<file path="src/rtl/serv_rf_dbg_port.sv">
// ---------------------------------------------------------------------------
// serv_rf_dbg_port
//
// Debug-side initiator for the bit-serial SERV register-file interface.
// A parallel host command (read or write one GPR/CSR slot, 32-bit data) is
// turned into the same serial request/data sequence the SERV core drives into
// serv_rf_ram_if.  Serial read data is collected back into a 32-bit word.
// An external mux hands the RF request port to this block while the core is
// halted.
//
// Optional feature macro: SERV_RF_DBG_X0_GUARD_EN
//   When defined, a write to slot 0 runs the complete write sequence but
//   keeps o_wen0 low, so x0 is never modified.
//
// Ports
//   i_clk, i_rst            clock, synchronous active-high reset
//   i_cmd_valid/o_cmd_ready host command handshake
//   i_cmd_we                1 = write, 0 = read
//   i_cmd_reg, i_cmd_wdata  target slot and write data
//   o_rsp_valid             one-cycle completion pulse (reads and writes)
//   o_rsp_rdata             last read result, held until the next read ends
//   o_wreq, o_rreq          RF write / read request
//   i_ready                 RF grant (only looked at while waiting on a read)
//   o_wreg0, o_wen0         write slot and write enable, port 0
//   o_wdata0                serial write data, LSB first
//   o_rreg0                 read slot, port 0
//   i_rdata0                serial read data, LSB first
// ---------------------------------------------------------------------------
module serv_rf_dbg_port #(
    parameter int csr_regs = 4,
    parameter int raw      = $clog2(32 + csr_regs)
) (
    input  logic           i_clk,
    input  logic           i_rst,
    input  logic           i_cmd_valid,
    output logic           o_cmd_ready,
    input  logic           i_cmd_we,
    input  logic [raw-1:0] i_cmd_reg,
    input  logic [31:0]    i_cmd_wdata,
    output logic           o_rsp_valid,
    output logic [31:0]    o_rsp_rdata,
    output logic           o_wreq,
    output logic           o_rreq,
    input  logic           i_ready,
    output logic [raw-1:0] o_wreg0,
    output logic           o_wen0,
    output logic           o_wdata0,
    output logic [raw-1:0] o_rreg0,
    input  logic           i_rdata0
);

    typedef enum logic [2:0] {
        IDLE,
        WREQ,
        WSHIFT,
        WFLUSH,
        RREQ,
        RWAIT,
        RSHIFT
    } state_e;

    state_e          state_q;
    logic [4:0]      cnt_q;
    logic            flush_q;      // second WFLUSH cycle marker
    logic [31:0]     shreg_q;
    logic [raw-1:0]  reg_q;
    logic            cmd_ready_q;
    logic            wreq_q;
    logic            rreq_q;
    logic            wen_q;
    logic            wdata_q;
    logic            rsp_valid_q;
    logic [31:0]     rdata_q;

    // Write enable granted to the accepted command.
    logic wen_allow_d;
`ifdef SERV_RF_DBG_X0_GUARD_EN
    assign wen_allow_d = (i_cmd_reg != '0);
`else
    assign wen_allow_d = 1'b1;
`endif

    // Serial read word including the bit arriving this cycle.
    logic [31:0] rshift_d;
    assign rshift_d = {i_rdata0, shreg_q[31:1]};

    always_ff @(posedge i_clk) begin
        if (i_rst) begin
            state_q     <= IDLE;
            cnt_q       <= '0;
            flush_q     <= 1'b0;
            shreg_q     <= '0;
            reg_q       <= '0;
            cmd_ready_q <= 1'b1;
            wreq_q      <= 1'b0;
            rreq_q      <= 1'b0;
            wen_q       <= 1'b0;
            wdata_q     <= 1'b0;
            rsp_valid_q <= 1'b0;
            rdata_q     <= '0;
        end else begin
            // Single-cycle pulses default low.
            wreq_q      <= 1'b0;
            rreq_q      <= 1'b0;
            rsp_valid_q <= 1'b0;
            case (state_q)
                IDLE: begin
                    if (i_cmd_valid) begin
                        cmd_ready_q <= 1'b0;
                        shreg_q     <= i_cmd_wdata;
                        reg_q       <= i_cmd_reg;
                        cnt_q       <= '0;
                        if (i_cmd_we) begin
                            state_q <= WREQ;
                            wreq_q  <= 1'b1;
                            wen_q   <= wen_allow_d;
                        end else begin
                            state_q <= RREQ;
                            rreq_q  <= 1'b1;
                        end
                    end
                end
                WREQ: begin
                    // Preload bit 0 so it is on the wire in the first WSHIFT cycle.
                    state_q <= WSHIFT;
                    cnt_q   <= '0;
                    wdata_q <= shreg_q[0];
                    shreg_q <= shreg_q >> 1;
                end
                WSHIFT: begin
                    cnt_q <= cnt_q + 5'd1;
                    if (cnt_q == 5'd31) begin
                        state_q <= WFLUSH;
                        wdata_q <= 1'b0;
                        flush_q <= 1'b0;
                    end else begin
                        wdata_q <= shreg_q[0];
                        shreg_q <= shreg_q >> 1;
                    end
                end
                WFLUSH: begin
                    if (!flush_q) begin
                        flush_q     <= 1'b1;
                        rsp_valid_q <= 1'b1;
                    end else begin
                        flush_q     <= 1'b0;
                        state_q     <= IDLE;
                        cmd_ready_q <= 1'b1;
                        wen_q       <= 1'b0;
                        reg_q       <= '0;
                    end
                end
                RREQ: begin
                    state_q <= RWAIT;
                end
                RWAIT: begin
                    if (i_ready) begin
                        state_q <= RSHIFT;
                        cnt_q   <= '0;
                    end
                end
                RSHIFT: begin
                    shreg_q <= rshift_d;
                    cnt_q   <= cnt_q + 5'd1;
                    if (cnt_q == 5'd31) begin
                        rdata_q     <= rshift_d;
                        rsp_valid_q <= 1'b1;
                        state_q     <= IDLE;
                        cmd_ready_q <= 1'b1;
                        reg_q       <= '0;
                    end
                end
                default: begin
                    state_q     <= IDLE;
                    cmd_ready_q <= 1'b1;
                    wen_q       <= 1'b0;
                    reg_q       <= '0;
                end
            endcase
        end
    end

    assign o_cmd_ready = cmd_ready_q;
    assign o_rsp_valid = rsp_valid_q;
    assign o_rsp_rdata = rdata_q;
    assign o_wreq      = wreq_q;
    assign o_rreq      = rreq_q;
    assign o_wreg0     = reg_q;
    assign o_rreg0     = reg_q;
    assign o_wen0      = wen_q;
    assign o_wdata0    = wdata_q;

endmodule
</file>
<file path="config.mk">
export PLATFORM = sky130hd
export DESIGN_NAME = serv_rf_dbg_port
export DESIGN_NICKNAME = d
export VERILOG_FILES = /design/src/rtl/serv_rf_dbg_port.sv
export SDC_FILE = /design/constraint.sdc
export NUM_CORES = 1
export LEC_CHECK = 0
export ABC_CLOCK_PERIOD_IN_PS = 2400
export CAP_MARGIN = 20
export CORE_UTILIZATION = 40
export DETAILED_ROUTE_END_ITERATION = 10
export GPL_TIMING_DRIVEN = 0
export PLACE_DENSITY = 0.76
export SLEW_MARGIN = 15
export SYNTH_ARGS = -nofsm -noshare
export SYNTH_HDL_FRONTEND = slang
export SYNTH_SLANG_ARGS = --single-unit
</file>
<file path="constraint.sdc">
create_clock -name i_clk -period 2.4 [get_ports i_clk]
set_clock_uncertainty 0.15 [all_clocks]
set_input_delay 0.48 -clock i_clk [delete_from_list [all_inputs] [get_ports i_clk]]
set_output_delay 0.48 -clock i_clk [all_outputs]
set_load 0.01 [all_outputs]
</file>
==> run metrics, run 1 <==
# Max-Cap Violations 0; fillers 928; Clk Latency, worst-skew pair 360 ps; highest fanout seen on the critical path 10; Detailed Routing Iterations Pass 1 4; TritonCTS Sinks 85; Worst R2R End shreg_q[8]; design area 5480 sq um; layout cells sized above 1 9.61%; die area 10700 sq um; vias in the first global route 3934; R2R Path Start cnt_q[0]; post-synth top area cell dfxtp_1; Post-CTS Setup Inserts 0; Post-synth EDFFs 0; VDD IR-drop max 0.416 mV; drt wl/cell 15.0 um; Max H-tree Level 3; Residual DRC 0; drt first-iter violations 172; worst hold path class reg2reg; Post-synth top cells dfxtp_1, a21oi_1, nand2_1; Distinct cells, synth 43; hpwl dp 8020 um; CTS root buffer clkbuf_8; Setup WS pre-CTS -80.3 ps; Layout Utilization 55.3%; Register-to-Register Path Depth 9; nature of the critical path endpoint register; Synth top area share 41.2%; Cells after DPL 752; Tcrit/Tclk final 91.5%; Placer Congestion 0.845; Yosys Warn Count 0; Area Overhead vs Synth 32.6%; CP Class reg2reg; Final Critical Period 2190 ps; total length of routed wires 11600 um; Worst Hold Depth 2; Min-Delay Endpoint o_rsp_rdata[8]; count leader, synth dfxtp_1; register area 1700 sq um; initial core utilization 41.7%; setup ws final 205 ps; chip width 104 um; footprint of the multi-input gates 2130 sq um; RSZ-0062 raised after global routing false; Antenna Cells 0; R2R setup slack 210 ps; leak pwr 1.94 nW; final non-filler cell total 768; number of synthesized register bits 85; post-synthesis sequential area ratio 41.2%; pin count of the biggest net entering global routing 15; Worst Path Required 2490 ps; IO Pins 94; Pwr per Cell Area 1030 nW/um^2; critical path arrival 2280 ps; TritonCTS Buffers 9; async set-reset flop share out of synthesis 0%; num rows 36; syn avg cell area 7.84 sq um; GRT Util Overall 22.0%; Worst Tran Pin Value 711 ps; Die Y 104 um; total gr overflow 0; placed cell areas 5220 sq um; ANT nets after route 0; status complete, no violations; top cells by area, synth dfxtp_1, a21oi_1, nor3_1; Post-Synthesis Cell Area 4130 sq um; total power 5.66 mW; first-pass GRT wire length 19200 um; Synth Flop Type dfxtp_1; CTS tree built; Fin. Hold Viols 0; final net count 676; Vias/cell 5.45; Gate Count Post-Synth 527; IO buf count 92; antenna violations before repair 0; crit path launch type register; post-synth net total 573; core area 9910 sq um; worst hold start o_rsp_rdata[8]; fin. max-slew vios 0; final setup fails 0; via count 4189; clock slew at reported path FFs 90 ps; f_max 456 MHz; slew margin rel. 52.2%; Max clock buf depth 2
cell families (layout without fill, tap and decap cells):
group	count (synthesis)	count (layout)	share of synthesized area, %
AO/OA/AOI/OAI	134	134	22.1
adder cells (fa/ha/maj)	2	2	0.605
buffers and inverters	63	171	7.66
flip-flops	85	85	41.2
multiplexers	1	1	0.242
AND/OR/NAND/NOR	242	242	28.2
critical path, cell delays in order (launching register included):
cell	delay, ps
dfxtp_1	340
ha_1	210
and3_1	190
ha_2	210
and2b_1	160
buf_2	160
buf_2	200
nor3_1	170
a2bb2oi_1	210
nor3_1	60
layout make-up:
type | count | area share, %
Buffer | 55 | 5.37
Timing Repair Buffer | 92 | 16.8
Tap cell | 133 | 3.04
Sequential cell | 85 | 31.1
Clock inverter | 6 | 2.03
Multi-Input combinational cell | 379 | 38.8
Inverter | 8 | 0.548
Clock buffer | 10 | 2.33
flip-flops by register name, summed over array words and instances, names as in the netlist:
signal       count
cnt_q            5
o_wdata0         1
o_rsp_rdata     32
flush_q          1
o_rsp_valid      1
o_wen0           1
o_rreq           1
o_wreq           1
state_q          3
o_rreg0          6
o_cmd_ready      1
shreg_q         32
placed cells by master, fill, tap and decap left out, drive strengths merged, types with 29 or more instances in the layout:
cell type	n
buf	29
a21oi	75
a2bb2oi	33
clkdlybuf4s50	92
dfxtp	85
nor2	44
nand2b	35
nand2	72
clkbuf	36
nor3	68
worst max path at each step:
stage / start / end / depth (start not counted)
after floorplan: cnt_q[0] / shreg_q[0] / 9
after global placement: i_cmd_valid / shreg_q[30] / 7
after detailed placement: i_cmd_valid / shreg_q[21] / 7
after CTS: cnt_q[0] / shreg_q[10] / 9
after global routing: cnt_q[0] / shreg_q[21] / 9
final: cnt_q[0] / shreg_q[8] / 9
power by group:
part,total [mW],switching (mW),internal [mW]
Clock,1.22,0.530,0.692
Sequential,2.01,0.284,1.72
Combinational,2.43,1.28,1.15
repair_timing:
item	in CTS	in global routing
gates resized for setup	0	13
endpoints found under the setup margin	0	23
hold buffers	0	0
per-stage QoR:
stage          setup TNS (ps)  hold WS (ps)
5_1_grt                     0           334
4_1_cts                     0           309
3_5_place_dp             -434           297
6_report                    0           307
2_1_floorplan               0           304
3_3_place_gp                0           294
routing by layer:
metal	up-vias	routed length [um]	track usage (%)
met1	1967	5210	29.0
met2	155	5220	33.8
met3	37	757	4.09
li1	2030	-	-
met5	-	0	0
met4	0	366	11.9
Power figures use the tool's default switching activity.
==> inputs of run 2 (changes only) <==
- REMOVE_ABC_BUFFERS: not set -> 1
==> run metrics, run 2 (same netlist as run 1, synthesis figures left out) <==
status complete, no violations; clock slew at reported path FFs 100 ps; design area 5380 sq um; total gr overflow 0; first-pass GRT wire length 18600 um; Fin. Hold Viols 0; Seq pwr share 38.3%; Clk Latency, worst-skew pair 360 ps; highest fanout seen on the critical path 22; Max clock buf depth 2; Antenna Cells 0; Cells after DPL 702; slew margin rel. 52.8%; die area 10700 sq um; fin. max-slew vios 0; ANT nets after route 0; final net count 634; final setup fails 0; most common cell after layout, fill and taps aside clkdlybuf4s50_1; initial core utilization 41.7%; TritonCTS Sinks 85; Residual DRC 0; num rows 36; RSZ-0062 raised after global routing false; TritonCTS Buffers 9; P_int 3.30 mW; Pwr per Cell Area 1000 nW/um^2; crit path launch type register; via count 3966; CP Class reg2reg; most frequent cells in the layout clkdlybuf4s50_1, dfxtp_1, a21oi_1, nand2_1, nor3_1; Clock Power Share 17.7%; final non-filler cell total 726; Min Hold Slack 258 ps; core area 9910 sq um; vias in the first global route 3882; Worst Path Required 2520 ps; post-cts hold buffer count 0; Area Overhead vs Synth 30.2%; Tcrit/Tclk final 94.5%; antenna violations before repair 0; f_max 441 MHz; CTS root buffer clkbuf_8; Net Sw Power 2.10 mW; fillers 928; Sw Ratio 38.9%; Die Y 104 um; combinational power share 43.9%; Detailed Routing Iterations Pass 1 5; GRT Util Overall 21.2%; critical path arrival 2390 ps; Layout Utilization 54.3%; # Max-Cap Violations 0; setup ws final 133 ps; total length of routed wires 11000 um; total power 5.40 mW; Vias/cell 5.46; Max H-tree Level 3; leak pwr 1.83 nW; IO buf count 93; pin count of the biggest net entering global routing 70; chip width 104 um; nature of the critical path endpoint register; placed cell areas 5070 sq um; Setup WS pre-CTS -517 ps; setup TNS 0 ps; VDD IR-drop max 0.449 mV; drt first-iter violations 239; Final Critical Period 2270 ps; drt wl/cell 15.2 um; CTS tree built; IO Pins 94; hpwl dp 6560 um; layout cells sized above 1 8.77%; worst hold path class in2reg; Worst Tran Pin Value 703 ps; Placer Congestion 0.736
[run 2: changes by cell type in the layout (fill, tap and decap cells not counted), moves of 3 or more]
cell / change
clkbuf_1: -26
buf_2: -15
buf_4: -5
buf_6: -4
buf_12: +3
buf_16: +3
bufinv_16: -3
dfxtp_1: -3
dfxtp_2: +3
[run 2: worst paths after layout]
check | slack, ps | cells past startpoint | to | start
worst max-delay path | 130 | 9 | shreg_q[2] | cnt_q[0]
worst min-delay path | 260 | 2 | o_rsp_rdata[17] | i_rst
worst max register to register | 130 | 9 | shreg_q[2] | cnt_q[0]
worst min register to register | 310 | 2 | o_rsp_rdata[14] | o_rsp_rdata[14]
[run 2: layout make-up]
type / instances / area, sq um / share of cell area [%]
Sequential cell: 85 / 1710 / 31.7
Tap cell: 133 / 166 / 3.09
Inverter: 8 / 30.0 / 0.558
Multi-Input combinational cell: 381 / 2190 / 40.8
Timing Repair Buffer: 103 / 1100 / 20.5
Clock inverter: 6 / 46.3 / 0.860
Clock buffer: 10 / 138 / 2.56
[run 2: worst max-delay path, cell delays in order (launching register included)]
cell and delay [ps]:
dfxtp_1 340, ha_1 230, and3_1 190, ha_2 220, and2b_4 250, buf_16 180
o22ai_4 210, buf_4 200, nor2_1 50, nor3_1 180
[run 2: repair_timing]
item	4_1_cts	5_1_grt
gates resized for setup	10	2
cloned	2	0
setup endpoints to repair	73	61
pin swaps	3	1
setup buffers	4	2
endpoints found under the hold margin	0	0
[run 2: power by group through the flow]
stage	clock network, mW	registers [mW]	logic, mW
final	0.957	2.07	2.37
after global routing	1.05	2.12	2.61
after CTS	0.977	2.06	2.36
after detailed placement	0	2.08	2.21
after global placement	0	2.14	1.97
after floorplan	0	2.08	1.47
[run 2: per-layer routing]
metal / GRT usage [%] / up-vias / wire length [um]
li1: - / 1950 / -
met1: 27.1 / 1869 / 4960
met2: 35.4 / 137 / 5400
met3: 4.03 / 10 / 554
met4: 7.25 / 0 / 98
met5: 0 / - / 0
==> inputs of run 3 (changes only) <==
- HOLD_SLACK_MARGIN: not set -> 0.1
==> results of run 3 <==
No change in the layout: final DEF, timing and power equal those of run 2.
